`src/rtl/iobuf_pkg.sv`:
```
// ---------------------------------------------------------------------------
// iobuf_pkg
// Shared definitions for the IOBUF pad-control bank: the per-channel direction
// state type, the two-bit pad drive codes and a helper that sizes counters.
// Pad code bit order is {n_DRV_HIGH, DRV_LOW}; the code 2'b01 is never
// produced because it would drive high and low at the same time.
// ---------------------------------------------------------------------------
package iobuf_pkg;

   // Direction state of one channel. Only ST_OUT actually drives the pad.
   typedef enum logic [1:0] {
      ST_IN       = 2'd0,
      ST_WAIT_OUT = 2'd1,
      ST_OUT      = 2'd2,
      ST_WAIT_IN  = 2'd3
   } chanState_t;

   // {n_DRV_HIGH, DRV_LOW}
   typedef logic [1:0] padCode_t;

   localparam padCode_t PAD_HIGH    = 2'b00;
   localparam padCode_t PAD_LOW     = 2'b11;
   localparam padCode_t PAD_RELEASE = 2'b10;

   // Number of bits needed to hold values 0..maxVal (at least one bit).
   function automatic int cntWidth(input int maxVal);
      return (maxVal < 2) ? 1 : $clog2(maxVal + 1);
   endfunction

   // Pad code for a channel that is (or is not) driving the given level.
   function automatic padCode_t padEncode(input logic drive, input logic level);
      if (!drive) begin
         return PAD_RELEASE;
      end
      return level ? PAD_HIGH : PAD_LOW;
   endfunction

endpackage

```
`src/rtl/iobuf_chan.sv`:
```
// ---------------------------------------------------------------------------
// iobuf_chan
// One bidirectional pad channel: direction-turnaround FSM, registered pad
// drive / pull-up control, 2-flop input synchronizer and input filter.
//
// Parameters:
//   TURNAROUND  hold-off cycles (0..15) on each direction change
//   FILTER_LEN  stable cycles (1..255) needed to accept an input change
// Ports:
//   CLK, RESET          clock (rising edge), asynchronous active-high reset
//   DOUT, OE, PU_EN     core data, drive request, pull-up request
//   n_INPUT             inverted pad level, asynchronous
//   DIN, DIN_CHG        accepted input level and its 1-cycle change strobe
//   DIR_OUT             channel is actually driving
//   n_DRV_HIGH, DRV_LOW pad drive controls (registered)
//   n_ENA_PU            pad pull-up enable, active low (registered)
//
// Build option: define IOBUF_BANK_FILTER_EN to include the FILTER_LEN glitch
// filter. Without it the accepted level is simply the synchronizer output
// registered once and FILTER_LEN has no effect.
// ---------------------------------------------------------------------------
module iobuf_chan
   import iobuf_pkg::*;
#(
   parameter int TURNAROUND = 1,
   parameter int FILTER_LEN = 3
) (
   input  logic CLK,
   input  logic RESET,
   input  logic DOUT,
   input  logic OE,
   input  logic PU_EN,
   input  logic n_INPUT,
   output logic DIN,
   output logic DIN_CHG,
   output logic DIR_OUT,
   output logic n_DRV_HIGH,
   output logic DRV_LOW,
   output logic n_ENA_PU
);

   localparam int TW = cntWidth(TURNAROUND);
   localparam logic [TW-1:0] TURN_LOAD = TW'(TURNAROUND);

`ifdef IOBUF_BANK_FILTER_EN
   localparam bit FILTER_ON = 1'b1;
`else
   localparam bit FILTER_ON = 1'b0;
`endif

   // With the filter compiled out an input change is accepted after a
   // single cycle, which is exactly the register-once path below.
   localparam int ACCEPT_LEN = FILTER_ON ? FILTER_LEN : 1;

   chanState_t    state_q, state_d;
   logic [TW-1:0] turnCnt_q, turnCnt_d;
   padCode_t      padCode_q, padCode_d;
   logic          nEnaPu_q, nEnaPu_d;
   logic [1:0]    sync_q;
   logic          din_q, din_d;
   logic          dinChg_q, dinChg_d;
   logic          syncOut;
   logic          freeze;

   assign syncOut = sync_q[1];
   // While turning back to input the pad is still settling from our own
   // drive, so the accepted input level must not move.
   assign freeze  = (state_q == ST_WAIT_IN);

   // Direction state machine next-state logic. The turnaround counter only
   // matters in the two WAIT states; it counts down to zero and the state
   // moves on the edge after it reaches zero. Dropping OE while waiting to
   // drive abandons the turnaround at once since nothing was driven yet.
   always_comb begin
      state_d   = state_q;
      turnCnt_d = turnCnt_q;
      unique case (state_q)
         ST_IN: begin
            if (OE) begin
               if (TURNAROUND == 0) begin
                  state_d = ST_OUT;
               end else begin
                  state_d   = ST_WAIT_OUT;
                  turnCnt_d = TURN_LOAD;
               end
            end
         end
         ST_WAIT_OUT: begin
            if (!OE) begin
               state_d   = ST_IN;
               turnCnt_d = '0;
            end else if (turnCnt_q == '0) begin
               state_d = ST_OUT;
            end else begin
               turnCnt_d = turnCnt_q - TW'(1);
            end
         end
         ST_OUT: begin
            if (!OE) begin
               if (TURNAROUND == 0) begin
                  state_d = ST_IN;
               end else begin
                  state_d   = ST_WAIT_IN;
                  turnCnt_d = TURN_LOAD;
               end
            end
         end
         ST_WAIT_IN: begin
            if (OE) begin
               state_d   = ST_WAIT_OUT;
               turnCnt_d = TURN_LOAD;
            end else if (turnCnt_q == '0) begin
               state_d = ST_IN;
            end else begin
               turnCnt_d = turnCnt_q - TW'(1);
            end
         end
         default: begin
            state_d   = ST_IN;
            turnCnt_d = '0;
         end
      endcase
   end

   // Pad controls are computed from the next state so that drive, release
   // and pull-up all change on the same edge as the state itself, and the
   // driven level follows DOUT with one cycle of latency.
   always_comb begin
      padCode_d = padEncode(state_d == ST_OUT, DOUT);
      nEnaPu_d  = ~(PU_EN & (state_d != ST_OUT));
   end

   // Input acceptance. The counting filter is only built when more than one
   // stable cycle is required; a one-cycle acceptance is a plain register.
   if (ACCEPT_LEN > 1) begin : gFilter
      localparam int FW = cntWidth(ACCEPT_LEN);
      localparam logic [FW-1:0] FILT_LAST = FW'(ACCEPT_LEN - 1);

      logic [FW-1:0] filtCnt_q, filtCnt_d;

      // Count consecutive cycles where the synchronized level disagrees with
      // the accepted one; the change is taken on the edge that would make
      // the count reach the required length.
      always_comb begin
         din_d     = din_q;
         dinChg_d  = 1'b0;
         filtCnt_d = filtCnt_q;
         if (freeze || (syncOut == din_q)) begin
            filtCnt_d = '0;
         end else if (filtCnt_q == FILT_LAST) begin
            din_d     = syncOut;
            dinChg_d  = 1'b1;
            filtCnt_d = '0;
         end else begin
            filtCnt_d = filtCnt_q + FW'(1);
         end
      end

      // Filter counter register.
      always_ff @(posedge CLK or posedge RESET) begin
         if (RESET) begin
            filtCnt_q <= '0;
         end else begin
            filtCnt_q <= filtCnt_d;
         end
      end
   end else begin : gDirect
      // Accepted level simply follows the synchronizer one cycle later.
      always_comb begin
         din_d    = freeze ? din_q : syncOut;
         dinChg_d = ~freeze & (syncOut != din_q);
      end
   end

   // All channel state and registered outputs. Reset releases the pad and
   // disables the pull-up immediately, independent of the clock.
   always_ff @(posedge CLK or posedge RESET) begin
      if (RESET) begin
         state_q   <= ST_IN;
         turnCnt_q <= '0;
         padCode_q <= PAD_RELEASE;
         nEnaPu_q  <= 1'b1;
         sync_q    <= 2'b11;
         din_q     <= 1'b1;
         dinChg_q  <= 1'b0;
      end else begin
         state_q   <= state_d;
         turnCnt_q <= turnCnt_d;
         padCode_q <= padCode_d;
         nEnaPu_q  <= nEnaPu_d;
         sync_q    <= {sync_q[0], ~n_INPUT};
         din_q     <= din_d;
         dinChg_q  <= dinChg_d;
      end
   end

   assign {n_DRV_HIGH, DRV_LOW} = padCode_q;
   assign n_ENA_PU              = nEnaPu_q;
   assign DIR_OUT               = (state_q == ST_OUT);
   assign DIN                   = din_q;
   assign DIN_CHG               = dinChg_q;

endmodule

```
`src/rtl/iobuf_bank.sv`:
```
// ---------------------------------------------------------------------------
// iobuf_bank
// Bank of WIDTH independent bidirectional pad channels between core logic
// and IOBUF-class pad cells. Each bit of every port belongs to one channel.
//
// Parameters:
//   WIDTH       number of channels
//   TURNAROUND  hold-off cycles (0..15) on each direction change
//   FILTER_LEN  stable cycles (1..255) needed to accept an input change
// Ports:
//   CLK, RESET          clock (rising edge), asynchronous active-high reset
//   DOUT, OE, PU_EN     core data, drive requests, pull-up requests
//   DIN, DIN_CHG        accepted input levels and change strobes
//   DIR_OUT             channels actually driving
//   n_DRV_HIGH, DRV_LOW pad drive controls
//   n_ENA_PU            pad pull-up enables, active low
//   n_INPUT             inverted pad levels, asynchronous
//
// Build option: IOBUF_BANK_FILTER_EN enables the FILTER_LEN input filter.
// ---------------------------------------------------------------------------
module iobuf_bank #(
   parameter int WIDTH      = 8,
   parameter int TURNAROUND = 1,
   parameter int FILTER_LEN = 3
) (
   input  logic             CLK,
   input  logic             RESET,
   input  logic [WIDTH-1:0] DOUT,
   input  logic [WIDTH-1:0] OE,
   input  logic [WIDTH-1:0] PU_EN,
   output logic [WIDTH-1:0] DIN,
   output logic [WIDTH-1:0] DIN_CHG,
   output logic [WIDTH-1:0] DIR_OUT,
   output logic [WIDTH-1:0] n_DRV_HIGH,
   output logic [WIDTH-1:0] DRV_LOW,
   output logic [WIDTH-1:0] n_ENA_PU,
   input  logic [WIDTH-1:0] n_INPUT
);

   // One self-contained channel per pin; channels share only clock/reset.
   for (genvar g = 0; g < WIDTH; g++) begin : gChan
      iobuf_chan #(
         .TURNAROUND (TURNAROUND),
         .FILTER_LEN (FILTER_LEN)
      ) uChan (
         .CLK        (CLK),
         .RESET      (RESET),
         .DOUT       (DOUT[g]),
         .OE         (OE[g]),
         .PU_EN      (PU_EN[g]),
         .n_INPUT    (n_INPUT[g]),
         .DIN        (DIN[g]),
         .DIN_CHG    (DIN_CHG[g]),
         .DIR_OUT    (DIR_OUT[g]),
         .n_DRV_HIGH (n_DRV_HIGH[g]),
         .DRV_LOW    (DRV_LOW[g]),
         .n_ENA_PU   (n_ENA_PU[g])
      );
   end

endmodule
```
`config.mk`:
```
export PLATFORM = sky130hd
export DESIGN_NAME = iobuf_bank
export DESIGN_NICKNAME = d
export VERILOG_FILES = /design/src/rtl/iobuf_pkg.sv /design/src/rtl/iobuf_chan.sv /design/src/rtl/iobuf_bank.sv
export SDC_FILE = /design/constraint.sdc
export NUM_CORES = 1
export LEC_CHECK = 0
export ABC_AREA = 1
export ABC_CLOCK_PERIOD_IN_PS = 2700
export BUFFER_PORTS_ARGS = -buffer_cell sky130_fd_sc_hd__clkbuf_2
export CAP_MARGIN = 20
export CORE_UTILIZATION = 53
export DETAILED_ROUTE_END_ITERATION = 10
export PLACE_DENSITY = 0.79
export SLEW_MARGIN = 15
export SYNTH_ARGS = -nofsm -noshare
export SYNTH_HDL_FRONTEND = slang
export SYNTH_SLANG_ARGS = --single-unit
```
`constraint.sdc`:
```
create_clock -name CLK -period 2.7 [get_ports CLK]
set_input_delay 0.135 -clock CLK [delete_from_list [all_inputs] [get_ports CLK]]
set_output_delay 0.135 -clock CLK [all_outputs]
set_load 0.03 [all_outputs]
```
* Word level (Yosys, flattened, before mapping) *
Index checks and enable logic that the tools add are counted.

storage, ports and cells
  input port bits = 34
  word-level logic and storage cells = 304
  bits in registers = 80
  output and inout bits = 48

operators by class
  add/sub/neg operators = 8
  bitwise operators = 40
  reduce and logical (&&, ||, !) cells = 16
  multiplexer cells = 120
  eq/ne operators = 64

operator list
  cell                   count
  $mux W2                64
  $pmux W2 S4            8
  $eq A2 B2 Y1 const B   24
  $ne A2 B2 Y1 const B   24
  $mux W1                40
  $pmux W1 S4            8
  $not A1 Y1             24
  $and A1 B1 Y1          16
  $eq A2 B1 Y1 const B   8
  $logic_not A2 Y1       8
  $reduce_and A2 Y1      8
  $ne A1 B1 Y1           8
  $sub A1 B1 Y1 const B  8

* Depth between registers and ports, before layout *
  depth in word-level cells = 6
  gate-level depth with buffers = 6
  gate-level depth less buffers = 6

* By module *
From an unflattened synthesis, not the netlist that was laid out.

second synthesis, totals
  cell total of the unflattened synthesis = 328
  area total of the unflattened synthesis = 3,353.2 um^2

by module, submodules not included
  module      area an instance (um^2)  instances  cells each
  iobuf_chan  419.2                    8          41

* Worst setup path after synthesis *
OpenSTA, ideal clock, no wires.

  path kind = register -> register
  start point = register gChan[0].uChan.state_q[1]
  end point = register gChan[0].uChan.din_q
  arrival time = 0.857 ns
  data required time = 2.615 ns
  path slack = 1.758 ns
  period minus slack after synthesis = 0.942 ns
  cell stages (with the launch flop) = 4
  library setup time = 0.085 ns
  cells stage by stage = dfrtp_1 buf_6 nand2_1 mux2_1

between the ends
  longest elaborated chain between the ends = 1

RTL lines
  what                      RTL line           source
  start: declaration        iobuf_chan.sv:55   chanState_t state_q, state_d;
  start signal: assignment  iobuf_chan.sv:187  state_q <= state_d;
  $eq A2 B2 Y1              iobuf_chan.sv:68   assign freeze = (state_q == ST_WAIT_IN);
  end signal: assignment    iobuf_chan.sv:192  din_q <= din_d;
  end: declaration          iobuf_chan.sv:60   logic din_q, din_d;

Every way passes these cells.
A chain may end at the register's enable or synchronous reset.

* Worst setup path after layout *
  start point = register gChan[1].uChan.state_q[1]
  end point = output DIR_OUT[1]

between the ends
  longest elaborated chain between the ends = 1

RTL lines
  what                      RTL line           source
  start: declaration        iobuf_chan.sv:55
  start signal: assignment  iobuf_chan.sv:187
  $eq A2 B2 Y1              iobuf_chan.sv:199  assign DIR_OUT = (state_q == ST_OUT);
  end: declaration          iobuf_bank.sv:33   output logic [WIDTH-1:0] DIR_OUT,

Every way passes these cells.

==> impl_metrics.xml <==
<?xml version="1.0" encoding="UTF-8"?>
<metrics>
  <group name="hold_path">
    <metric name="min_path_cells" unit="">2</metric>
    <metric name="hold_start" unit="">OE[3]</metric>
    <metric name="worst_hold_path_type" unit="">input port to register</metric>
    <metric name="hold_end" unit="">gChan[3].uChan.padCode_q[1]</metric>
  </group>
  <group name="clock_network">
    <metric name="numClockSinks" unit="">80</metric>
    <metric name="worstSkewPairLatency" unit="ns">0.34</metric>
    <metric name="post_cts_resize_count" unit="">0</metric>
    <metric name="max-clock-path-buffers" unit="">2</metric>
    <metric name="worst_setup_hold_path_clk_slew" unit="ns">0.08</metric>
    <metric name="cts_tree" unit="">built</metric>
    <metric name="htree_num_levels" unit="">3</metric>
    <metric name="ctsRootBufferMaster" unit="">clkbuf_8</metric>
    <metric name="cts-buffers-inserted" unit="">9</metric>
  </group>
  <group name="sta">
    <metric name="final.min_clock_period" unit="ns">1.357</metric>
    <metric name="fmax" unit="GHz">0.7368</metric>
    <metric name="totalNegativeSetupSlack" unit="ns">0</metric>
    <metric name="fin_worst_skew" unit="ns">0.007640</metric>
    <metric name="final.period_utilization" unit="">0.5027</metric>
    <metric name="worst_slew_pin_slew" unit="ns">0.6937</metric>
    <metric name="finalMaxSlewViolations" unit="">0</metric>
    <metric name="worst_slew_margin_rel" unit="">0.5370</metric>
    <metric name="final-setup-viol-count" unit="">0</metric>
    <metric name="rsz_0062_raised_after_global_routing" unit="">no</metric>
    <metric name="hold_viol" unit="">0</metric>
  </group>
  <group name="synth">
    <metric name="postSynthRegisterBits" unit="">80</metric>
    <metric name="yosys-mux-area-fraction" unit="">0.02047</metric>
    <metric name="yosys.area_share.simple" unit="">0.1619</metric>
    <metric name="syn_avg_cell_area" unit="um^2">10.13</metric>
    <metric name="synth.cell_area" unit="um^2">3485</metric>
    <metric name="yosys.area_share.adder" unit="">0</metric>
    <metric name="syn-num-nets" unit="">378</metric>
    <metric name="postSynthCellCount" unit="">344</metric>
    <metric name="synth_seq_area_share" unit="">0.5889</metric>
    <metric name="synthDistinctLibCells" unit="">23</metric>
    <metric name="yosys_warnings" unit="">0</metric>
    <metric name="synth_top_family_by_area" unit="">simple AND/OR/NAND/NOR gates</metric>
    <metric name="synth_compound_area_frac" unit="">0.05961</metric>
    <metric name="yosys.area_share.xor_xnor" unit="">0.01508</metric>
  </group>
  <group name="worst_setup_path">
    <metric name="critical_path_buf_inv_count" unit="">2</metric>
    <metric name="crit_path_end_kind" unit="">primary output</metric>
    <metric name="worstSetupPathType" unit="">register to primary output</metric>
    <metric name="r2r_slack" unit="ns">1.63</metric>
    <metric name="r2r_start" unit="">gChan[6].uChan.state_q[1]</metric>
    <metric name="worst_path_dominant_cell_family" unit="">flip-flops</metric>
    <metric name="critical_path_peak_fanout" unit="">6</metric>
    <metric name="worst_r2r_endpoint" unit="">gChan[6].uChan.turnCnt_q</metric>
    <metric name="timing.critical_path.required" unit="ns">2.57</metric>
    <metric name="timing.critical_path.cells" unit="">inv_1 -&gt; nor2_1 -&gt; clkbuf_2</metric>
    <metric name="startpoint_type" unit="">register</metric>
    <metric name="critical-path-slowest-cell" unit="">dfrtp_1</metric>
    <metric name="crit_arrival" unit="ns">1.22</metric>
    <metric name="slowest_delay" unit="ns">0.45</metric>
    <metric name="worst_r2r_path_depth" unit="">6</metric>
  </group>
  <group name="detailed_routing">
    <metric name="initialDrtViolationCount" unit="">52</metric>
    <metric name="detail_route.first_pass.iterations" unit="">4</metric>
    <metric name="routed_wirelength" unit="um">5683</metric>
    <metric name="route.antenna.remaining_nets" unit="">0</metric>
    <metric name="detailroute.via_count" unit="">2357</metric>
    <metric name="viasPerCell" unit="">4.762</metric>
    <metric name="drt_drc_violations_left" unit="">0</metric>
    <metric name="wl_per_cell" unit="um">11.48</metric>
  </group>
  <group name="finish">
    <metric name="final_core_util" unit="">0.6457</metric>
    <metric name="nFillCells" unit="">518</metric>
    <metric name="multi_input_area" unit="um^2">895.9</metric>
    <metric name="final_net_count" unit="">447</metric>
    <metric name="area_growth" unit="%">17.67</metric>
    <metric name="design_area" unit="um^2">4100</metric>
    <metric name="layout.cells.most_common_list" unit="">clkbuf_2 (81), nand2_1 (56), dfstp_2 (40), dfrtp_1 (40), inv_1 (38)</metric>
    <metric name="antenna_cells" unit="">0</metric>
    <metric name="final-seq-area" unit="um^2">2052</metric>
    <metric name="drive_gt1_frac" unit="">0.4043</metric>
    <metric name="mostFrequentLayoutCell" unit="">clkbuf_2</metric>
  </group>
  <group name="placed_design">
    <metric name="routabilityCongestion" unit="">0.8139</metric>
    <metric name="dpl-instance-area" unit="um^2">3636</metric>
    <metric name="io_buffers" unit="">81</metric>
    <metric name="hpwlAfterDp" unit="um">3983</metric>
  </group>
  <group name="floorplanning">
    <metric name="dieArea" unit="um^2">6903</metric>
    <metric name="fp.dieW" unit="um">83.09</metric>
    <metric name="die_height" unit="um">83.09</metric>
    <metric name="total_number_of_placement_rows" unit="">29</metric>
    <metric name="ios" unit="">82</metric>
    <metric name="core" unit="um^2">6350</metric>
    <metric name="initial_core_util" unit="">0.5488</metric>
  </group>
  <group name="power_and_ir_drop">
    <metric name="report.power.total" unit="W">0.004891</metric>
    <metric name="power_density_of_the_placed_cells" unit="nW/um^2">1193</metric>
    <metric name="ir_worst_vdd" unit="V">0.0007408</metric>
    <metric name="power.static_leakage" unit="nW">2.090</metric>
  </group>
  <group name="status">
    <metric name="status" unit="">completed</metric>
  </group>
  <group name="global_route">
    <metric name="number_of_global_route_vias_before_repair" unit="">2329</metric>
    <metric name="grt_start_max_net_pins" unit="">43</metric>
    <metric name="wire_length_of_the_first_global_routing_pass" unit="um">10110</metric>
    <metric name="grt_remaining_overflow" unit="">0</metric>
    <metric name="antenna_violations_before_repair" unit="">0</metric>
    <metric name="grt_use_total" unit="">0.1849</metric>
  </group>
  <group name="job">
    <metric name="number_of_maximum_capacitance_violations" unit="">0</metric>
  </group>
</metrics>
-- metrics by stage --
stage               setup slack [ns]  cells  hold slack (ns)
finish                         1.343    495          0.03015
global route                   1.218    495          0.03713
CTS                            1.306    495         0.009425
detailed placement             1.632    454           0.2493
global placement               1.738    454           0.2445
floorplan                     0.5795    344           0.1612
-- worst max-delay path by stage --
stage	cells after the start	startpoint	to	slack, ns
3_5_place_dp	6	gChan[6].uChan.state_q[1]	gChan[6].uChan.turnCnt_q	1.63
6_report	3	gChan[1].uChan.state_q[1]	DIR_OUT[1]	1.34
3_3_place_gp	3	RESET	gChan[5].uChan.DIN	1.74
5_1_grt	3	gChan[1].uChan.state_q[1]	DIR_OUT[1]	1.22
4_1_cts	3	gChan[1].uChan.state_q[1]	DIR_OUT[1]	1.31
2_1_floorplan	1	RESET	gChan[0].uChan.DIN_CHG	0.58
-- layer usage --
metal / part of all wire / wire (um) / GRT usage
met5: 0 / 0 / 0
met4: 0.017 / 94 / 0.08934
met3: 0.043 / 246 / 0.04573
met2: 0.50 / 2842 / 0.3197
met1: 0.44 / 2500 / 0.2149
-- flip-flops by register name, summed over array words and instances (netlist names) --
signal                 cells
gChan.uChan.padCode_q     16
gChan.uChan.DIN_CHG        8
gChan.uChan.turnCnt_q      8
gChan.uChan.DIN            8
gChan.uChan.n_ENA_PU       8
gChan.uChan.state_q       16
gChan.uChan.sync_q        16
-- synthesized netlist by cell type --
cell / number / share of area
nand2_1: 56 / 0.060
buf_4: 48 / 0.10
dfrtp_1: 40 / 0.29
dfstp_2: 40 / 0.30
inv_1: 39 / 0.042
nor2_1: 25 / 0.027
o21ai_0: 19 / 0.027
nand3_1: 15 / 0.022
a21oi_1: 12 / 0.017
nor2_2: 11 / 0.020
o211ai_1: 6 / 0.013
inv_2: 5 / 0.0054
nand2_2: 5 / 0.0090
nand3_2: 5 / 0.014
xnor2_1: 5 / 0.013
mux2_2: 4 / 0.013
nand4_1: 2 / 0.0036
nor2_4: 2 / 0.0065
a21boi_0: 1 / 0.0022
buf_6: 1 / 0.0032
mux2_1: 1 / 0.0032
mux2_4: 1 / 0.0043
xor2_1: 1 / 0.0025
-- worst register-to-register path, stage by stage, from the launching register on --
cell	delay [ns]
dfrtp_1	0.46
inv_1	0.11
nand2_1	0.07
nand2_1	0.07
nand2_1	0.05
a21boi_0	0.16
inv_1	0.06
-- cell type report --
class	count	share of cell area
multi-input combinational	171	0.2185
timing repair buffer	107	0.1648
inverter	44	0.04059
tap	77	0.02350
clock buffer	13	0.03631
sequential	80	0.5005
clock inverter	3	0.01587
-- timing repair --
action / 4_1_cts / 5_1_grt
hold buffers: 25 / 0
endpoints found under the hold margin: 54 / 0
setup buffers: 0 / 0
-- logic make-up (layout without fill, tap and decap cells) --
group           after synthesis  after routing
simple gates                121            121
xor+xnor                      6              6
flops                        80             80
mux                           6              6
compound gates               38             38
buf+inv                      93            167
-- where the power goes --
part	internal, W	switching (W)	total, W	leakage (nW)
Sequential	0.00170	0.000348	0.00205	0.909
Clock	0.000546	0.000393	0.000939	0.108
Combinational	0.000621	0.00129	0.00191	1.07
Total	0.00286	0.00203	0.00489	2.09
Power figures use the tool's default switching activity.
